--- src/rtl/prog_clk_div.sv ---
// Runtime-programmable clock divider with a 50%-duty ClkOut, a Tick at each rising edge,
// glitch-free divisor switching at full-period boundaries, and a counted burst mode.
module prog_clk_div #(
  parameter int          CNT_W       = 29,
  parameter int unsigned DEFAULT_DIV = 50000000,
  parameter int          BURST_W     = 8
) (
  input  logic               Clk,
  input  logic               Rst,
  input  logic               En,
  input  logic               Mode,
  input  logic               LdValid,
  input  logic [CNT_W-1:0]   LdDiv,
  output logic               LdReady,
  input  logic               BurstStart,
  input  logic [BURST_W-1:0] BurstLen,
  output logic               ClkOut,
  output logic               Tick,
  output logic               Done
);

  typedef enum logic [1:0] {IDLE = 2'd0, RUN = 2'd1, BURST = 2'd2} state_t;

  localparam logic [CNT_W-1:0] DIV_RST = CNT_W'(DEFAULT_DIV);

  state_t             state, state_nxt;
  logic [CNT_W-1:0]   cnt, cnt_nxt;
  logic [CNT_W-1:0]   div_act, div_pend;
  logic               pend_flag;
  logic [BURST_W-1:0] burst_cnt, burst_cnt_nxt;
  logic               clk_nxt, tick_nxt, done_nxt;
  logic               running, at_top, rise, boundary;
  logic               burst_end, zero_burst, accept, apply;

  assign running    = (state != IDLE);
  assign at_top     = (cnt == div_act);
  assign rise       = running & at_top & ~ClkOut;
  // Falling toggle closes a full period: the only place a new divisor may take over.
  assign boundary   = running & at_top & ClkOut;
  assign burst_end  = (state == BURST) & boundary & (burst_cnt == '0);
  assign zero_burst = (state == IDLE) & En & Mode & BurstStart & (BurstLen == '0);
  assign accept     = LdValid & ~pend_flag;
  assign apply      = pend_flag & ((state == IDLE) | (boundary & En));
  assign LdReady    = ~pend_flag;

  always_ff @(posedge Clk or posedge Rst) begin
    if (Rst) state <= IDLE;
    else     state <= state_nxt;
  end

  always_comb begin
    state_nxt = state;
    if (!En) begin
      state_nxt = IDLE;
    end else begin
      case (state)
        IDLE: begin
          if (!Mode)                              state_nxt = RUN;
          else if (BurstStart && BurstLen != '0)  state_nxt = BURST;
        end
        RUN:     if (boundary && Mode) state_nxt = IDLE;
        BURST:   if (burst_end)        state_nxt = IDLE;
        default: state_nxt = IDLE;
      endcase
    end
  end

  always_comb begin
    cnt_nxt       = cnt;
    clk_nxt       = ClkOut;
    tick_nxt      = 1'b0;
    done_nxt      = zero_burst | (En & burst_end);
    burst_cnt_nxt = burst_cnt;
    if (state_nxt == IDLE || state == IDLE) begin
      cnt_nxt = '0;
      clk_nxt = 1'b0;
      if (state == IDLE && state_nxt == BURST) burst_cnt_nxt = BurstLen;
    end else if (at_top) begin
      cnt_nxt  = '0;
      clk_nxt  = ~ClkOut;
      tick_nxt = ~ClkOut;
      if (rise && state == BURST) burst_cnt_nxt = burst_cnt - BURST_W'(1);
    end else begin
      cnt_nxt = cnt + CNT_W'(1);
    end
  end

  always_ff @(posedge Clk or posedge Rst) begin
    if (Rst) begin
      cnt       <= '0;
      ClkOut    <= 1'b0;
      Tick      <= 1'b0;
      Done      <= 1'b0;
      burst_cnt <= '0;
    end else begin
      cnt       <= cnt_nxt;
      ClkOut    <= clk_nxt;
      Tick      <= tick_nxt;
      Done      <= done_nxt;
      burst_cnt <= burst_cnt_nxt;
    end
  end

  // A load equal to the active divisor is a no-op, so it never blocks the next request.
  always_ff @(posedge Clk or posedge Rst) begin
    if (Rst) begin
      div_act   <= DIV_RST;
      pend_flag <= 1'b0;
    end else if (apply) begin
      div_act   <= div_pend;
      pend_flag <= 1'b0;
    end else if (accept && LdDiv != div_act) begin
      pend_flag <= 1'b1;
    end
  end

  always_ff @(posedge Clk) begin
    if (accept && LdDiv != div_act) div_pend <= LdDiv;
  end

endmodule

--- config.mk ---
export PLATFORM = sky130hd
export DESIGN_NAME = prog_clk_div
export DESIGN_NICKNAME = d
export VERILOG_FILES = /design/src/rtl/prog_clk_div.sv
export SDC_FILE = /design/constraint.sdc
export NUM_CORES = 1
export LEC_CHECK = 0
export CAP_MARGIN = 20
export CORE_ASPECT_RATIO = 0.75
export CORE_MARGIN = 5
export CORE_UTILIZATION = 50
export DETAILED_ROUTE_END_ITERATION = 10
export GPL_ROUTABILITY_DRIVEN = 1
export PLACE_DENSITY_LB_ADDON = 0.12
export SKIP_CTS_REPAIR_TIMING = 1
export SYNTH_ARGS = -nofsm -noshare
export SYNTH_HDL_FRONTEND = slang
export SYNTH_SLANG_ARGS = --single-unit
export TNS_END_PERCENT = 50
--- constraint.sdc ---
create_clock -name Clk -period 7.33 [get_ports Clk]
set_clock_uncertainty 0.2 [all_clocks]
set_input_delay 1.466 -clock Clk [delete_from_list [all_inputs] [get_ports Clk]]
set_output_delay 1.466 -clock Clk [all_outputs]
set_load 0.01 [all_outputs]
* Yosys cells after proc, flatten, opt, wreduce, memory -nomap -nowiden *
Index checks and enable logic that the tools add are counted.

word-level totals
  register bits = 101
  output and inout port bits = 4
  logic and storage cells = 68

cells by class
  add/subtract/negate cells = 2
  equality and inequality tests = 6
  multiplexer cells = 18
  bitwise logic cells = 17
  reductions and logical operators = 16

operators by type and width
  cell                     number
  $mux W29                 2
  $mux W8                  4
  $add A29 B1 Y29 const B  1
  $eq A29 B29 Y1           1
  $ne A29 B29 Y1           1
  $logic_not A8 Y1         2
  $and A1 B1 Y1            13
  $mux W2                  5
  $reduce_bool A2 Y1       4
  $reduce_bool A8 Y1       1
  $sub A8 B1 Y8 const B    1
  $mux W1                  6
  $pmux W2 S3              1
  $logic_and A1 B1 Y1      5
  $eq A2 B2 Y1 const B     2
  $logic_not A2 Y1         2
  $reduce_and A3 Y1        1
  $eq A2 B1 Y1 const B     1
  $ne A2 B1 Y1 const B     1
  $not A1 Y1               2
  $or A1 B1 Y1             2
  $logic_or A1 B1 Y1       1

* Depth between registers and ports, before layout *
  word-level depth = 12
  gate-level depth with buffers = 8
  mapped depth without buffers = 7

* Least setup slack after synthesis *
Ideal clock, no wire load.

  path kind = input to register
  start = input port LdDiv[16]
  end = register pend_flag
  setup time = 0.128 ns
  arrival = 3.009 ns
  data required time = 7.002 ns
  path slack = 3.993 ns
  stages = 5
  path buffers = 0
  cell sequence = xor2_1 nor4_1 nand3_1 o311a_1 or2_2

on the way
  word-level cells in the longest chain between the ends = 3

ends and longest elaborated chain
  element                              line  text
  from (decl)                          13    input logic [CNT_W-1:0] LdDiv,
  $ne A29 B29 Y1                       112   end else if (accept && LdDiv != div_act) begin
  $logic_and A1 B1 Y1                  112
  $reduce_bool A2 Y1 (no source line)  -
  to (signal assigned)                 108   pend_flag <= 1'b0;
  to (signal assigned)                 111   pend_flag <= 1'b0;
  to (signal assigned)                 113   pend_flag <= 1'b1;
  to (decl)                            29    logic pend_flag;

Every way passes these cells.
A chain may end at the register's enable or synchronous reset.

* Worst setup path after layout *
  start = input port LdDiv[21]
  end = register pend_flag

Same word-level chain as after synthesis.

==> impl_metrics.env <==
export IMPL_status="completed"
export IMPL_overflow=0
export IMPL_syn_nets=451
export IMPL_setup_violations=0
export IMPL_critPathKind="primary input to flop"
export IMPL_ys_seq_area_share_pct=56.0
export IMPL_mappedNetlistArea_um2=4800
export IMPL_fin_ws_ns=3.33
export IMPL_p_clk_share_pct=28.5
export IMPL_synth_seq_cells=101
export IMPL_area_growth_pct=18.2
export IMPL_grt_pass1_wl_um=16100
export IMPL_power_frac_comb_pct=19.6
export IMPL_fillers=791
export IMPL_die_w_um=123
export IMPL_die_area_um2=11700
export IMPL_async_flop_share_pct=71.3
export IMPL_synth_edff_count=29
export IMPL_cp_data_required_time_ns=7.36
export IMPL_rsz0062_at_grt="no"
export IMPL_first_pass_iters=4
export IMPL_drt_vias_per_instance=5.19
export IMPL_place_congestion=0.822
export IMPL_ys_flop_type="dfrtp_1"
export IMPL_multi_input_area_um2=2030
export IMPL_track_usage_pct=18.4
export IMPL_pre_cts_ws_ns=3.01
export IMPL_power_internal_mw=1.08
export IMPL_worstSetupStartpointType="primary input"
export IMPL_yosys_warnings=0
export IMPL_fin_crit_sh_pct=54.5
export IMPL_yosysTopAreaCell="dfrtp_1"
export IMPL_fin_setup_tns_ns=0
export IMPL_period_needed_ns=4.00
export IMPL_diodes=0
export IMPL_synth_cell_types=39
export IMPL_layout_drive_gt1_share_pct=14.9
export IMPL_syn_mean_instance_area_um2=11.8
export IMPL_crit_path_end_kind="flop"
export IMPL_ant_nets=0
export IMPL_top_level_ports=47
export IMPL_netSwitchingFraction_pct=28.4
export IMPL_seq_power_share_pct=52.0
export IMPL_arrival_ns=4.03
export IMPL_cts_sinks=101
export IMPL_hold_viol=0
export IMPL_totalWireLength_um=9810
export IMPL_worst_skew_pair_late_latency_ns=0.35
export IMPL_powerDensity_nw_per_um2=267
export IMPL_slew_limit_headroom_pct=39.1
export IMPL_hold_path_class="flop to flop"
export IMPL_yosysTopAreaCellShare_pct=31.3
export IMPL_clk_transition_reported_paths_ns=0.07
export IMPL_wl_per_cell_um=16.5
export IMPL_synth_cells=406
export IMPL_initialDrtViolationCount=178
export IMPL_numCtsBuffers=9
export IMPL_power_switching_uw=429
export IMPL_ir_worst_vdd_v=0.000125
export IMPL_floorplan_rows=31
export IMPL_netlist_top_cells_area="dfrtp_1 (31%), edfxtp_1 (18%), xor2_1 (14%)"
export IMPL_drc=0
export IMPL_drv_cap=0
export IMPL_antenna_found_initial=0
export IMPL_seq_area_um2=2690
export IMPL_portBuffers=46
export IMPL_vias=3089
export IMPL_p_leak_nw=2.28
export IMPL_coreArea_um2=9500
export IMPL_fp_dieH_um=94.9
export IMPL_dp_hpwl_um=7050
export IMPL_tightest_slew_ns=0.914
export IMPL_fmax_mhz=250
export IMPL_cts_tree="done"
export IMPL_critical_path_max_fanout=22
export IMPL_htreeDepth=3
export IMPL_finalPower_mw=1.51
export IMPL_grt_max_degree=73
export IMPL_nets=503
export IMPL_slew_violations=0
export IMPL_floorplan_initialDensity_pct=50.5
export IMPL_clk_path_buf_depth=2
export IMPL_cts_root_buf="clkbuf_16"
export IMPL_grt_pass1_vias=3063
power by group through the flow:
stage | clock (mW) | combinational [mW] | sequential, mW
finish | 0.431 | 0.296 | 0.786
global route | 0.465 | 0.328 | 0.798
CTS | 0.443 | 0.300 | 0.786
detailed placement | 0 | 0.298 | 0.795
global placement | 0 | 0.295 | 0.794
floorplan | 0 | 0.225 | 0.765
metal layers:
metal | track usage [%] | vias up | wire length (um)
li1 | - | 1527 | -
met3 | 4.61 | 7 | 416
met4 | 5.25 | 0 | 82
met1 | 28.5 | 1486 | 5300
met5 | 0 | - | 0
met2 | 25.2 | 69 | 4010
per-stage QoR:
stage / std cells / cell area (um^2) / hold WS, ns / utilization, %
2_1_floorplan: 406 / 4800 / 0.255 / -
3_3_place_gp: 579 / 5410 / 0.260 / 56.9
3_5_place_dp: 579 / 5410 / 0.264 / 56.9
4_1_cts: 595 / 5670 / 0.282 / 59.7
5_1_grt: 595 / 5670 / 0.295 / 59.7
6_report: 595 / 5670 / 0.278 / 59.7
registers in the layout, summed over array words and instances, names as in the netlist:
register,cells
Done,1
Tick,1
div_pend,29
cnt,29
ClkOut,1
state,2
burst_cnt,8
pend_flag,1
div_act,29
layout by cell type, fill, tap and decap left out, drive strengths merged, types with 12 or more instances in the layout:
cell type / synthesis / layout
dfstp: 12 / 12
xor2: 77 / 77
edfxtp: 29 / 29
dfrtp: 60 / 60
a21oi: 12 / 12
nand2: 19 / 19
nor2: 43 / 43
nor4: 18 / 18
mux2: 29 / 29
nand3: 23 / 23
clkdlybuf4s50: 0 / 46
worst max-delay path, cell delays in order:
cell,delay [ns]
clkdlybuf4s50_1,0.43
xor2_1,0.15
nor4_1,0.63
nand4_1,0.20
o311a_1,0.51
buf_4,0.32
or2_2,0.32
synth_stat cells, types with 2 or more instances:
cell,number
dfstp_2,12
xor2_1,77
nand3_1,23
a21oi_1,11
a211oi_1,6
nor2_1,43
ha_1,2
or2_2,4
mux2_2,19
inv_1,10
or3_1,2
buf_2,3
and4_1,2
nand4_1,9
edfxtp_1,29
nor3_2,2
clkbuf_1,3
mux2_4,10
o21ai_0,8
and3_1,4
buf_6,2
xnor2_1,8
o21ai_1,2
dfrtp_1,60
nand2_1,19
nor3_1,7
nor4_1,17
final timing paths:
kind	startpoint	endpoint	slack [ns]	cells past startpoint
min in group asynchronous	Rst	burst_cnt[5]$_DFFE_PP0P_	1.49	3
max in group asynchronous	Rst	div_act[9]$_DFFE_PP0P_	4.81	3
worst max-delay path	LdDiv[21]	pend_flag$_DFFE_PP0P_	3.33	7
worst min-delay path	div_pend[28]$_DFFE_PP_	div_act[28]$_DFFE_PP0P_	0.28	1
worst min register to register	div_pend[28]$_DFFE_PP_	div_act[28]$_DFFE_PP0P_	0.28	1
worst max register to register	div_act[25]$_DFFE_PP1P_	burst_cnt[5]$_DFFE_PP0P_	4.35	6
cells by family (layout without fill, tap and decap cells):
logic type | Yosys count | after routing | synth area share [%]
XOR/XNOR | 85 | 85 | 15.5
adder cells (fa/ha/maj) | 2 | 2 | 0.521
flip-flops | 101 | 101 | 56.0
AND/OR/NAND/NOR | 136 | 136 | 14.1
multiplexers | 29 | 29 | 7.58
buffers and inverters | 18 | 75 | 1.80
AO/OA/AOI/OAI | 35 | 35 | 4.53
layout make-up:
class / count / area share [%]
inverter: 10 / 0.662
multi-input combinational: 287 / 35.8
timing repair buffer: 49 / 8.51
sequential: 101 / 47.4
tap: 132 / 2.91
clock inverter: 5 / 0.639
clock buffer: 11 / 4.10
Power figures use the tool's default switching activity.
